[src/rtl/card_hand_display.sv]
// Card hand display: appends card codes into N_SLOTS slots and shows each card plus the hand score on 7-segment digits.
// Optional CARD_BLINK_EN macro blinks the newest card for four half-periods after it is loaded.

module card_glyph (
    input  logic [3:0] code,
    input  logic       digit_mode,
    output logic [6:0] seg
);
    // digit_mode selects numeric glyphs for 0 and 1 (score digit) instead of blank and A
    always_comb begin
        seg = 7'b1111111;
        case (code)
            4'd0:  seg = digit_mode ? 7'b1000000 : 7'b1111111;
            4'd1:  seg = digit_mode ? 7'b1111001 : 7'b0001000;
            4'd2:  seg = 7'b0100100;
            4'd3:  seg = 7'b0110000;
            4'd4:  seg = 7'b0011001;
            4'd5:  seg = 7'b0010010;
            4'd6:  seg = 7'b0000010;
            4'd7:  seg = 7'b1111000;
            4'd8:  seg = 7'b0000000;
            4'd9:  seg = 7'b0010000;
            4'd10: seg = 7'b1000000;
            4'd11: seg = 7'b1100001;
            4'd12: seg = 7'b0011000;
            4'd13: seg = 7'b0001001;
            default: seg = 7'b1111111;
        endcase
    end
endmodule

module card_slot (
    input  logic       slow_clock,
    input  logic       resetb,
    input  logic       clear,
    input  logic       wr,
    input  logic [3:0] code,
    input  logic       blank,
    output logic [6:0] seg
);
    logic [3:0] code_q;
    logic [6:0] glyph;

    // code 0 marks an empty slot and decodes to blank
    always_ff @(posedge slow_clock) begin
        if (!resetb || clear) code_q <= 4'd0;
        else if (wr)          code_q <= code;
    end

    card_glyph u_glyph (.code(code_q), .digit_mode(1'b0), .seg(glyph));

    assign seg = blank ? 7'b1111111 : glyph;
endmodule

module card_hand_display #(
    parameter int N_SLOTS    = 3,
    parameter int BLINK_HALF = 4
) (
    input  logic                         slow_clock,
    input  logic                         resetb,
    input  logic [3:0]                   card_in,
    input  logic                         load_valid,
    input  logic                         clear,
    output logic                         load_ready,
    output logic [7*N_SLOTS-1:0]         HEX,
    output logic [6:0]                   HEX_SCORE,
    output logic [$clog2(N_SLOTS+1)-1:0] count,
    output logic                         err
);
    localparam int CW = $clog2(N_SLOTS+1);

    logic             legal, accept;
    logic [3:0]       score, card_val;
    logic [4:0]       sum;
    logic [6:0]       score_seg;
    logic [N_SLOTS-1:0] slot_wr, slot_blank;

    assign load_ready = (count < CW'(N_SLOTS));
    assign legal      = (card_in >= 4'd1) && (card_in <= 4'd13);
    assign accept     = load_valid && load_ready && !clear && legal;
    assign card_val   = (card_in < 4'd10) ? card_in : 4'd0;
    assign sum        = {1'b0, score} + {1'b0, card_val};

    always_ff @(posedge slow_clock) begin
        if (!resetb || clear) begin
            count <= '0;
            score <= 4'd0;
            err   <= 1'b0;
        end else begin
            err <= load_valid && !accept;
            if (accept) begin
                count <= count + CW'(1);
                score <= (sum >= 5'd10) ? 4'(sum - 5'd10) : sum[3:0];
            end
        end
    end

`ifdef CARD_BLINK_EN
    localparam int BW = $clog2(BLINK_HALF+1);

    logic          blink_act;
    logic [1:0]    blink_phase;
    logic [BW-1:0] blink_sub;

    // phases 1 and 3 of the four half-periods blank the newest slot
    always_ff @(posedge slow_clock) begin
        if (!resetb || clear) begin
            blink_act   <= 1'b0;
            blink_phase <= 2'd0;
            blink_sub   <= '0;
        end else if (accept) begin
            blink_act   <= 1'b1;
            blink_phase <= 2'd0;
            blink_sub   <= '0;
        end else if (blink_act) begin
            if (blink_sub == BW'(BLINK_HALF-1)) begin
                blink_sub <= '0;
                if (blink_phase == 2'd3) blink_act   <= 1'b0;
                else                     blink_phase <= blink_phase + 2'd1;
            end else begin
                blink_sub <= blink_sub + BW'(1);
            end
        end
    end
`else
    // BLINK_HALF only matters when blinking is built in
    if (BLINK_HALF < 1) begin : g_blink_half_unused
    end
`endif

    for (genvar k = 0; k < N_SLOTS; k++) begin : g_slot
        assign slot_wr[k] = accept && (count == CW'(k));
`ifdef CARD_BLINK_EN
        assign slot_blank[k] = blink_act && blink_phase[0] && (count == CW'(k+1));
`else
        assign slot_blank[k] = 1'b0;
`endif
        card_slot u_slot (
            .slow_clock(slow_clock),
            .resetb    (resetb),
            .clear     (clear),
            .wr        (slot_wr[k]),
            .code      (card_in),
            .blank     (slot_blank[k]),
            .seg       (HEX[7*k +: 7])
        );
    end

    card_glyph u_score (.code(score), .digit_mode(1'b1), .seg(score_seg));

    assign HEX_SCORE = (count == '0) ? 7'b1111111 : score_seg;
endmodule

[config.mk]
export PLATFORM = sky130hd
export DESIGN_NAME = card_hand_display
export DESIGN_NICKNAME = d
export VERILOG_FILES = /design/src/rtl/card_hand_display.sv
export SDC_FILE = /design/constraint.sdc
export NUM_CORES = 1
export LEC_CHECK = 0
export BUFFER_PORTS_ARGS = -buffer_cell sky130_fd_sc_hd__buf_2
export CAP_MARGIN = 20
export CORE_AREA = 2 2 77 79
export DETAILED_ROUTE_END_ITERATION = 8
export DIE_AREA = 0 0 79 81
export PLACE_DENSITY = 0.63
export SLEW_MARGIN = 20
export SYNTH_ARGS = -nofsm -noshare
export SYNTH_HDL_FRONTEND = slang
export SYNTH_SLANG_ARGS = --single-unit
[constraint.sdc]
create_clock -name slow_clock -period 3.2 [get_ports slow_clock]
set_input_delay 0.48 -clock slow_clock [delete_from_list [all_inputs] [get_ports slow_clock]]
set_output_delay 0.48 -clock slow_clock [all_outputs]
set_load 0.01 [all_outputs]
==> key figures <==
Clock tree
  • Hold-fix buffers, CTS: 0
  • Clock tree buffer depth: 2
  • CTS tree: yes
  • Root Buffer: clkbuf_8
  • Clk Latency, worst-skew pair: between 0.2 and 0.3 ns
  • Total CTS buffers: 3
  • CTS H-tree depth: 1
  • Clock transition at path regs: ~0.080 ns
  • CTS Sinks: 19
  • Post-cts sizing count: 0
  • Setup bufs post-CTS: 0

Drt
  • Drt wl/cell: about 12 µm
  • Number of nets with antenna violations after routing: 0
  • Router iterations before antenna repair: 4
  • DRC Markers: 0
  • DR vias: 1755
  • DRT Wirelength: 3.99 mm
  • Vias per cell: between 5 and 6
  • First DRT Iteration DRCs: ~50

Synth
  • Mapped Avg Cell Area: roughly 7.3 µm²
  • Cells after Synth: roughly 250
  • Most used DFF post-synth: dfxtp_1
  • Post-synthesis register bit count: 19
  • Netlist cell types: between 50 and 60
  • Async SR Flop Fraction: 0
  • Register area share after synthesis: 0.211
  • Post-synth net total: between 200 and 300
  • Number of enable flip-flop cells after synthesis: 0
  • Post-Syn Area: between 0.0015 and 0.002 mm²
  • Synth warnings: 0

Placed design
  • Routability Congestion: ~0.8
  • Detailed placement HPWL: around 2.9 mm
  • Cell Area, Placed: between 0.0015 and 0.002 mm²
  • Port-buffer cells: 39

Power and ir drop
  • Cell Pwr Density: about 250 mW/mm²
  • Worst vdd ir: roughly 220 µV
  • Static Leak: 0.728 nW

Setup path
  • Crit Path Max Fanout: 6
  • Startpoint types: primary input
  • WP data arrival: 2.80 ns
  • Crit. End Element: flop
  • Worst flop-to-flop path startpoint: score[0]$_SDFFE_PP0P_
  • CP Class: in -> reg
  • Worst path required time: ~3.4 ns
  • Worst Setup SP: card_in[1]

Timing
  • Final Hold Fails: 0
  • Setup violators final: 0
  • Skew final: ~0.0076 ns
  • Worst hold slack: ~0.46 ns
  • Maximum clock rate: about 380 MHz
  • RSZ-0062 raised after global routing: no
  • Slew margin rel.: 0.427
  • Final Slew Violations: 0
  • Setup TNS: 0 ns
  • Actual slew at the worst max-slew pin: between 0.8 and 0.9 ns
  • Post-route minimum period: 2.61 ns
  • Final period utilization: 0.816

Flow run
  • Max_cap viols: 0

Final layout
  • Final core utilization: 0.359
  • Commonest non-fill, non-tap cell in the layout: buf_2
  • Area delta synth->final: 12.9%
  • Area of the multi-input gates: about 0.0013 mm²
  • Fillers: around 620
  • Seq. cell area: between 300 and 400 µm²
  • Antenna diodes: 0
  • Most frequent cells in the layout: buf_2, a21oi_1, nand2_1
  • NumNets Final: 288
  • Design Area, Final: just over 0.002 mm²
  • Layout cells sized above 1: 0.223

Outcome
  • Status: finished, final reports clean

Die
  • # IOs: 40
  • Die Area: ~0.0064 mm²
  • Row count: 28
  • Die Width: slightly below 80 µm
  • Core footprint: between 0.005 and 0.006 mm²
  • Die height: 81 µm
  • Initial Util: 0.318

GRT
  • Vias in the first global route: about 1500
  • Gr usage total: 0.130
  • Largest net degree at the start of global routing: 22
  • First-pass GRT wire length: 6.85 mm
  • Residual overflow from global routing: 0
  • Initial antenna violation count: 0

Worst hold path
  • HP Class: in -> reg
  • Hold_sp: load_valid
metal layers:
metal  track usage  part of all wire  vias up
li1              -                 -      917
met1         0.181              0.53      800
met2         0.203              0.42       32
met3        0.0244             0.035        6
met4        0.0431             0.012        0
met5             0                 0        -
cells in the mapped netlist, types with 3 or more instances:
library cell  count  share of area
inv_1            15          0.031
a21oi_1          28          0.078
buf_2             7          0.019
dfxtp_1          19           0.21
o21bai_1          3          0.012
nand3_1          20          0.056
o21ai_0          10          0.028
o2bb2ai_1         3          0.015
a211o_1           3          0.015
xnor2_1           6          0.029
ha_1              9          0.062
a21o_1            6          0.025
clkbuf_1         11          0.023
nand2_1          27          0.056
nand2b_1          6          0.021
nor2b_1           7          0.024
a21oi_2           8          0.039
nor3_1            4          0.011
nor2_1           12          0.025
cell type report:
| cell class | instances | share of cell area |
|---|---|---|
| sequential | 19 | 0.187 |
| multi-input combinational | 192 | 0.621 |
| clock buffer | 3 | 0.0203 |
| tap | 75 | 0.0461 |
| inverter | 15 | 0.0277 |
| clock inverter | 1 | 0.00246 |
| timing repair buffer | 39 | 0.0959 |
power breakdown:
| part | total (mW) | internal (mW) | switching (mW) |
|---|---|---|---|
| clock | 0.175 | 0.0869 | 0.0878 |
| sequential | 0.246 | 0.239 | 0.00692 |
| combinational | 0.0900 | 0.0360 | 0.0539 |
| total | 0.511 | 0.362 | 0.149 |
registers in the layout, summed over array words and instances, names as in the netlist:
name,count
count,2
score,4
g_slot.u_slot.code_q,12
err,1
worst paths after layout:
check / depth (start not counted) / slack [ns] / end
worst max-delay path: 11 / 0.59 / score[2]$_SDFFE_PP0P_
worst min-delay path: 2 / 0.46 / err$_SDFF_PP0_
worst max register to register: 9 / 0.74 / score[3]$_SDFFE_PP0P_
worst min register to register: 2 / 0.52 / count[1]$_SDFFE_PP0P_
per-stage QoR:
step	cells	power [mW]	setup slack, ns
after floorplan	247	0.316	0.640
after global placement	340	0.340	0.423
after detailed placement	340	0.341	0.339
after CTS	344	0.515	0.598
after global routing	344	0.538	0.450
final	344	0.511	0.589
logic make-up after synthesis:
logic type	count (synthesis)	share of synthesized area
simple gates	90	0.253
compound gates	81	0.319
buf+inv	36	0.0881
flops	19	0.211
fa+ha+maj	11	0.0791
xor+xnor	8	0.0389
mux	2	0.0111
worst max-delay path, cell delays in order:
cell      delay [ns]
buf_2           0.13
or2_4           0.28
a21boi_0        0.18
ha_1            0.21
fa_1            0.46
inv_1           0.10
ha_1            0.23
o221ai_1        0.14
o311a_1         0.16
or2_0           0.24
o211ai_1        0.17
No activity file was read; power rests on OpenSTA's default activity.
